$ cat config.mk
export PLATFORM = sky130hd
export DESIGN_NAME = axi_rd_page_responder
export DESIGN_NICKNAME = d
export VERILOG_FILES = /design/src/rtl/axi_rd_page_responder.sv
export SDC_FILE = /design/constraint.sdc
export NUM_CORES = 1
export LEC_CHECK = 0
export BUFFER_PORTS_ARGS = -buffer_cell sky130_fd_sc_hd__buf_2
export CORE_MARGIN = 1.5
export CORE_UTILIZATION = 55
export DETAILED_ROUTE_END_ITERATION = 8
export GPL_TIMING_DRIVEN = 0
export PLACE_DENSITY_LB_ADDON = 0.3
export RECOVER_POWER = 100
export SLEW_MARGIN = 20
export SYNTH_ARGS = -nofsm -noshare
export SYNTH_HDL_FRONTEND = slang
export SYNTH_SLANG_ARGS = --single-unit
$ cat constraint.sdc
create_clock -name clk -period 8.8 [get_ports clk]
set_input_delay 2.2 -clock clk [delete_from_list [all_inputs] [get_ports clk]]
set_output_delay 2.2 -clock clk [all_outputs]
set_load 0.02 [all_outputs]
$ cat src/rtl/axi_rd_page_responder.sv
// AXI4 read responder with page-aware hit/miss latency and address-derived data.
// Optional AXI_RD_RESPONDER_STATS_EN adds saturating hit/miss/beat counters.
module axi_rd_page_responder #(
    parameter int DATA_WIDTH               = 256,
    parameter int ADDR_WIDTH               = 16,
    parameter int ID_WIDTH                 = 8,
    parameter int FIFO_QUEUE_WIDTH         = 5,
    parameter int PAGE_OFFSET_WIDTH        = 11,
    parameter int SHORT_DELAY_CYCLES_WIDTH = 7,
    parameter int SHORT_DELAY_CYCLES       = 80,
    parameter int LONG_DELAY_CYCLES_WIDTH  = 7,
    parameter int LONG_DELAY_CYCLES        = 100
) (
    input  logic                  clk,
    input  logic                  rst,
    input  logic [ID_WIDTH-1:0]   s_axi_arid,
    input  logic [ADDR_WIDTH-1:0] s_axi_araddr,
    input  logic [7:0]            s_axi_arlen,
    input  logic                  s_axi_arvalid,
    output logic                  s_axi_arready,
    output logic [ID_WIDTH-1:0]   s_axi_rid,
    output logic [DATA_WIDTH-1:0] s_axi_rdata,
    output logic [1:0]            s_axi_rresp,
    output logic                  s_axi_rlast,
    output logic                  s_axi_rvalid,
    input  logic                  s_axi_rready
`ifdef AXI_RD_RESPONDER_STATS_EN
    ,
    output logic [31:0]           stat_hits,
    output logic [31:0]           stat_misses,
    output logic [31:0]           stat_beats
`endif
);

    localparam int DEPTH   = 1 << FIFO_QUEUE_WIDTH;
    localparam int ENTRY_W = ID_WIDTH + ADDR_WIDTH + 8;
    localparam int PAGE_W  = ADDR_WIDTH - PAGE_OFFSET_WIDTH;
    localparam int REP     = DATA_WIDTH / ADDR_WIDTH;
    localparam int DLY_W   = (SHORT_DELAY_CYCLES_WIDTH > LONG_DELAY_CYCLES_WIDTH)
                           ? SHORT_DELAY_CYCLES_WIDTH : LONG_DELAY_CYCLES_WIDTH;

    localparam logic [DLY_W-1:0] SHORT_LOAD = DLY_W'(SHORT_DELAY_CYCLES - 1);
    localparam logic [DLY_W-1:0] LONG_LOAD  = DLY_W'(LONG_DELAY_CYCLES - 1);
    localparam logic [ADDR_WIDTH-1:0] BEAT_INC = ADDR_WIDTH'(DATA_WIDTH / 8);
    localparam logic [FIFO_QUEUE_WIDTH:0] FULL_CNT = (FIFO_QUEUE_WIDTH + 1)'(DEPTH);

    typedef enum logic [1:0] {
        ST_IDLE,
        ST_WAIT,
        ST_BURST
    } state_t;

    state_t state, state_nxt;

    logic [ENTRY_W-1:0]          mem [DEPTH];
    logic [FIFO_QUEUE_WIDTH-1:0] wr_ptr;
    logic [FIFO_QUEUE_WIDTH-1:0] rd_ptr;
    logic [FIFO_QUEUE_WIDTH:0]   count;
    logic                        fifo_full;
    logic                        fifo_empty;
    logic                        push;
    logic                        pop;

    logic [ID_WIDTH-1:0]   head_id;
    logic [ADDR_WIDTH-1:0] head_addr;
    logic [7:0]            head_len;
    logic [PAGE_W-1:0]     head_page;
    logic                  hit;

    logic [PAGE_W-1:0]     open_page;
    logic                  page_valid;
    logic [DLY_W-1:0]      dly_cnt;
    logic [7:0]            beat_cnt;
    logic [ID_WIDTH-1:0]   b_id;
    logic [ADDR_WIDTH-1:0] b_addr;
    logic [7:0]            b_len;
    logic                  last_beat;
    logic                  r_hs;

    assign fifo_full     = (count == FULL_CNT);
    assign fifo_empty    = (count == '0);
    assign s_axi_arready = !fifo_full;
    assign push          = s_axi_arvalid && !fifo_full;

    assign {head_id, head_addr, head_len} = mem[rd_ptr];
    assign head_page = head_addr[ADDR_WIDTH-1:PAGE_OFFSET_WIDTH];
    assign hit       = page_valid && (head_page == open_page);

    assign last_beat   = (beat_cnt == b_len);
    assign r_hs        = s_axi_rvalid && s_axi_rready;
    assign s_axi_rresp = 2'b00;

    always_ff @(posedge clk) begin
        if (push) begin
            mem[wr_ptr] <= {s_axi_arid, s_axi_araddr, s_axi_arlen};
        end
    end

    always_ff @(posedge clk) begin
        if (rst) begin
            wr_ptr <= '0;
            rd_ptr <= '0;
            count  <= '0;
        end else begin
            if (push) wr_ptr <= wr_ptr + FIFO_QUEUE_WIDTH'(1);
            if (pop)  rd_ptr <= rd_ptr + FIFO_QUEUE_WIDTH'(1);
            if (push && !pop) begin
                count <= count + (FIFO_QUEUE_WIDTH + 1)'(1);
            end else if (pop && !push) begin
                count <= count - (FIFO_QUEUE_WIDTH + 1)'(1);
            end
        end
    end

    always_ff @(posedge clk) begin
        if (rst) state <= ST_IDLE;
        else     state <= state_nxt;
    end

    always_comb begin
        state_nxt    = state;
        pop          = 1'b0;
        s_axi_rvalid = 1'b0;
        s_axi_rlast  = 1'b0;
        s_axi_rid    = '0;
        s_axi_rdata  = '0;
        unique case (state)
            ST_IDLE: begin
                if (!fifo_empty) begin
                    pop       = 1'b1;
                    state_nxt = ST_WAIT;
                end
            end
            ST_WAIT: begin
                if (dly_cnt == '0) state_nxt = ST_BURST;
            end
            ST_BURST: begin
                s_axi_rvalid = 1'b1;
                s_axi_rlast  = last_beat;
                s_axi_rid    = b_id;
                s_axi_rdata  = {REP{b_addr}};
                if (s_axi_rready && last_beat) state_nxt = ST_IDLE;
            end
            default: state_nxt = ST_IDLE;
        endcase
    end

    // Page state follows the burst start address only; crossings are free.
    always_ff @(posedge clk) begin
        if (rst) begin
            dly_cnt    <= '0;
            beat_cnt   <= '0;
            page_valid <= 1'b0;
            open_page  <= '0;
            b_id       <= '0;
            b_addr     <= '0;
            b_len      <= '0;
        end else begin
            if (pop) begin
                dly_cnt    <= hit ? SHORT_LOAD : LONG_LOAD;
                open_page  <= head_page;
                page_valid <= 1'b1;
                b_id       <= head_id;
                b_addr     <= head_addr;
                b_len      <= head_len;
                beat_cnt   <= '0;
            end else if (state == ST_WAIT && dly_cnt != '0) begin
                dly_cnt <= dly_cnt - DLY_W'(1);
            end
            if (r_hs) begin
                b_addr   <= b_addr + BEAT_INC;
                beat_cnt <= beat_cnt + 8'd1;
            end
        end
    end

`ifdef AXI_RD_RESPONDER_STATS_EN
    always_ff @(posedge clk) begin
        if (rst) begin
            stat_hits   <= '0;
            stat_misses <= '0;
            stat_beats  <= '0;
        end else begin
            if (pop && hit && stat_hits != '1) begin
                stat_hits <= stat_hits + 32'd1;
            end
            if (pop && !hit && stat_misses != '1) begin
                stat_misses <= stat_misses + 32'd1;
            end
            if (r_hs && stat_beats != '1) begin
                stat_beats <= stat_beats + 32'd1;
            end
        end
    end
`endif

endmodule

======== Word level (Yosys, flattened, before mapping) ========
Memories as Yosys holds them, arrays and structs flattened. A register that Yosys moved wholly into a read port is not among the register bits.
Index checks and enable logic that the tools add are counted.
cells by class
  $add $sub $neg .......................... 7
  equality and inequality tests ........... 8
  muxes and demuxes ....................... 23
  reduce and logical (&&, ||, !) cells .... 18
operator list
  operator                                                             number
  256-bit 2-to-1 mux                                                   1
  16-bit 2-to-1 mux                                                    2
  8-bit 2-to-1 mux                                                     3
  6-bit 2-to-1 mux                                                     3
  16-bit by 6-bit adder with 16-bit output (second input constant)     1
  7-bit 2-to-1 mux                                                     2
  5-bit by 1-bit adder with 5-bit output (second input constant)       2
  5-bit 2-to-1 mux                                                     2
  8-bit by 1-bit adder with 8-bit output (second input constant)       1
  8-bit == test                                                        1
  1-bit logical AND                                                    7
  7-bit logical NOT                                                    1
  7-bit nonzero test                                                   1
  7-bit by 1-bit subtractor with 7-bit output (second input constant)  1
  6-bit by 1-bit adder with 6-bit output (second input constant)       1
  6-bit == test (second input constant)                                1
  6-bit logical NOT                                                    1
  1-bit 2-to-1 mux                                                     6
  2-bit 2-to-1 mux                                                     3
  2-bit != test (second input constant)                                3
  2-bit one-hot mux with 3 select lines                                1
  2-bit nonzero test                                                   3
  6-bit by 1-bit subtractor with 6-bit output (second input constant)  1
  5-bit == test                                                        1
  5 further kinds                                                      7
word-level totals
  bits in registers ....................... 71
  bits in writable memories ............... 1024
  input bits .............................. 36
  output and inout port bits .............. 269
  word-level logic and storage cells ...... 68
  memories kept ........................... 1
memories
  memory  words  width  read ports  clocked after memory_dff  write ports  RTL line  RTL
  mem     32     32     1           1                         1            55        logic [ENTRY_W-1:0] mem [DEPTH];

======== Depth between registers and ports, before layout ========
  depth after elaboration ................. 7
  depth in mapped cells ................... 17
  depth with buffers taken out ............ 14

======== Least setup slack after synthesis ========
OpenSTA, ideal clock, no wires.
  path kind ............................... input to register
  start ................................... input s_axi_arvalid
  end ..................................... memory mem[15][0] (netlist name), enable pin
  library setup time ...................... 422 ps
  data arrival time ....................... 4253 ps
  required time ........................... 8378 ps
  path slack .............................. 4125 ps
  stages .................................. 4
  path buffers ............................ 1
  cells stage by stage .................... and2_1 > clkbuf_1 > nand2_1 > nor2_1
on the way
  word-level cells in the longest chain between the ends .. 3
RTL lines
  element                                 RTL line  RTL
  start: declaration                      19        input logic s_axi_arvalid,
  1-bit logical AND                       83        assign push = s_axi_arvalid && !fifo_full;
  named net push                          61        logic push;
  1-bit 2-to-1 mux                        94        if (push) begin
  1-bit 2-to-1 mux (implied by the code)  95        mem[wr_ptr] <= {s_axi_arid, s_axi_araddr, s_axi_arlen};
  end: declaration                        55
The timed path passes the listed nets, and every way through them passes these cells.

======== Worst setup path in the final report ========
  start ................................... input s_axi_arvalid
  end ..................................... memory mem[22][8] (netlist name), enable pin
Same word-level chain as after synthesis.

==> results.yml <==
outcome:
  status: "complete, but fails checks"
  violations: "capacitance limit, slew limit"
grt:
  number_of_antenna_violations_at_the_first_check_in_global_routing: 5
  grt.total_usage_pct: 28.92
  grt.overflow.total: 0
  grt_pass1_wl_um: 167400
  first_global_vias: 24010
  grt_max_degree: 33
cts:
  cts_root_buffer: "sky130_fd_sc_hd__clkbuf_16"
  cts_htree_levels: 3
  cts.path.max_buffers: 3
  worst_skew_pair.late_latency_ns: 0.68
  cts.sink_count: 1100
  tritoncts: "yes"
  cts-buffers-inserted: 106
  clkSlewWorstSetupHoldPaths_ns: 0.06
  post_cts_hold_buffer_count: 0
  cts_setup_buffers: 0
  post_cts_resize_count: 0
synthesis:
  synth_area_mm2: 0.04440
  most_common_cell_in_the_netlist: "sky130_fd_sc_hd__edfxtp_1"
  yosys_register_bits: 1100
  synth_area_leader_cell: "sky130_fd_sc_hd__edfxtp_1"
  synthArstFlopShare_pct: 0
  synthesis.yosys.warnings: 0
  yosys-top-cells-count: "sky130_fd_sc_hd__edfxtp_1, sky130_fd_sc_hd__mux4_2, sky130_fd_sc_hd__buf_4, sky130_fd_sc_hd__nor2_1, sky130_fd_sc_hd__nand2_1"
  postSynthCellCount: 2274
  synthDistinctLibCells: 54
  synth-seq-area-share_pct: 72.69
  synth.top_cell.area_share_pct: 69.26
  ys_top_cells_by_area: "sky130_fd_sc_hd__edfxtp_1, sky130_fd_sc_hd__mux4_2, sky130_fd_sc_hd__buf_4"
  synth_enable_flop_cells: 1024
  synth_area_per_cell_um2: 19.52
  postSynth.topFlopCell: "sky130_fd_sc_hd__edfxtp_1"
timing:
  setup_tns_ns: 0
  slew_headroom_pct: -26.86
  clock_skew_ns: 0.02947
  final.period_utilization_pct: 72.90
  finalHoldWorstSlack_ns: 0.4782
  timing.fmax_mhz: 155.9
  drv_slew: 354
  layout_min_cycle_time_ns: 6.415
  rsz0062_at_grt: "no"
  max_slew.worst_pin.slew_ns: 1.896
  finalHoldViolations: 0
  setup_viol: 0
critical_path:
  path_cells: "buf_2, and2_0, clkbuf_1, nand2_1, nor2_1, clkbuf_1, clkbuf_1, clkbuf_1"
  crit_path_start: "s_axi_arvalid"
  cp_max_delay_cell: "sky130_fd_sc_hd__clkbuf_1"
  slowest_cell_delay_on_critical_path_ns: 0.96
  critical_path.endpoint_type: "flop"
  worst_setup_path_start_kind: "input pin"
  crit_type: "input pin to flop"
  critical_path_buf_inv_count: 5
  critical_path.max_fanout: 10
  worst-endpoint-arrival_ns: 6.70
  critical_path.top_delay_family: "buffers and inverters"
  worst_ep_required_time_ns: 9.08
  worst_path_most_repeated_cell: "sky130_fd_sc_hd__clkbuf_1"
placed_design:
  gpl.final_weighted_congestion: 0.8249
  post-dp-hpwl_um: 77590
  placedCellCount: 3703
  numPortBuffers: 301
  dpl-instance-area_mm2: 0.04921
floorplanning:
  die_w_um: 287.1
  core_mm2: 0.08016
  chipHeight_um: 287.1
  num_rows: 104
  area_of_the_die_mm2: 0.08243
  initial_core_utilization_pct: 55.39
  io_pins: 305
final_layout:
  layout.nets: 2802
  syn_to_final_growth_pct: 13.85
  final_core_utilization_pct: 63.06
  final_cell_count_no_fill: 3905
  drive_above_1_share_pct: 31.49
  finish.instance_area_mm2: 0.05054
power:
  p_leak_uw: 0.01689
  cellPowerDensity_mw_per_mm2: 269.4
  max-vdd-ir-drop_mv: 0.1886
min_path:
  min-delay-start: "open_page[0]$_SDFFE_PP0P_"
  hold_class: "flop to flop"
drt:
  viasPerCell: 6.239
  firstDrtPassIters: 6
  routed-via-count: 24360
  route.detailed.drc: 0
  route.final.wire_length_um: 118100
  first_iter_violations: 3260
  ant_nets: 0
  avgRoutedWirePerCell_um: 30.24
job:
  maxCapViolations: 26
## cells in the final DEF (no fill, tap or decap), drive strengths merged, types with 8 or more instances in the layout
master	count
o21ai	17
a31oi	8
ha	14
clkbuf	550
nand3	22
clkinv	40
a221oi	11
dfxtp	76
inv	17
xor2	21
edfxtp	1024
buf	317
a22oi	8
a21oi	33
mux2i	37
nand2	92
and2	29
nor2	111
mux4	292
a311oi	23
## path summary, 6_finish.rpt
| check | end | slack, ns | cells after the start |
|---|---|---|---|
| max reg2reg | dly_cnt[3]$_SDFFE_PP0P_ | 2.65 | 11 |
| max | mem[22][8]$_DFFE_PP_ | 2.39 | 8 |
| min reg2reg | open_page[0]$_SDFFE_PP0P_ | 0.48 | 2 |
| min | open_page[0]$_SDFFE_PP0P_ | 0.48 | 2 |
## stage by stage
stage,power (uW),setup WS (ns)
floorplan,8329,4.125
global placement,9245,1.318
detailed placement,9388,3.439
CTS,13670,2.706
global route,14030,2.318
finish,13620,2.385
## power breakdown
part	switching, uW	leakage, uW	internal, uW
clock	1910	0.00157	2410
combinational	1850	0.00547	1410
sequential	149	0.00985	5890
total	3910	0.0169	9710
## routing by layer
layer	track usage, %	share of wire, %	vias to the layer above
met4	14.05	5.8	2
met3	5.651	11	363
met2	46.32	48	1727
met1	38.51	36	12440
met5	0	0.011	-
li1	-	-	9832
## kinds of logic after synthesis
family | share of synthesized area [%]
other cells | 0.008447
mux | 15.77
fa+ha+maj | 0.4397
simple gates | 3.120
flops | 72.69
buf+inv | 5.417
xor+xnor | 0.5524
compound gates | 1.998
## final cells by class
cell class	instances	area, um2
diodes	3	7.507
plain buffers	353	2328
clock buffers	146	2885
clock inverters	53	380.4
fillers	5461	29610
inverters	13	48.80
multi-input cells	809	9698
flip-flops and latches	1100	32270
well taps	1060	1326
repair buffers	368	1598
## flip-flops by register name, summed over array words and instances, names as in the netlist, named ones only
name        count
mem          1024
b_addr         16
b_id            8
b_len           8
beat_cnt        8
dly_cnt         7
count           6
open_page       5
rd_ptr          5
wr_ptr          5
state           2
page_valid      1
## worst min-delay path: cells and delay by family, from the launching register on
family / cells / cell delay, ns
flip-flops: 1 / 0.32
AND/OR/NAND/NOR: 1 / 0.05
AO/OA/AOI/OAI: 1 / 0.06
(Power assumes the default switching activity.)
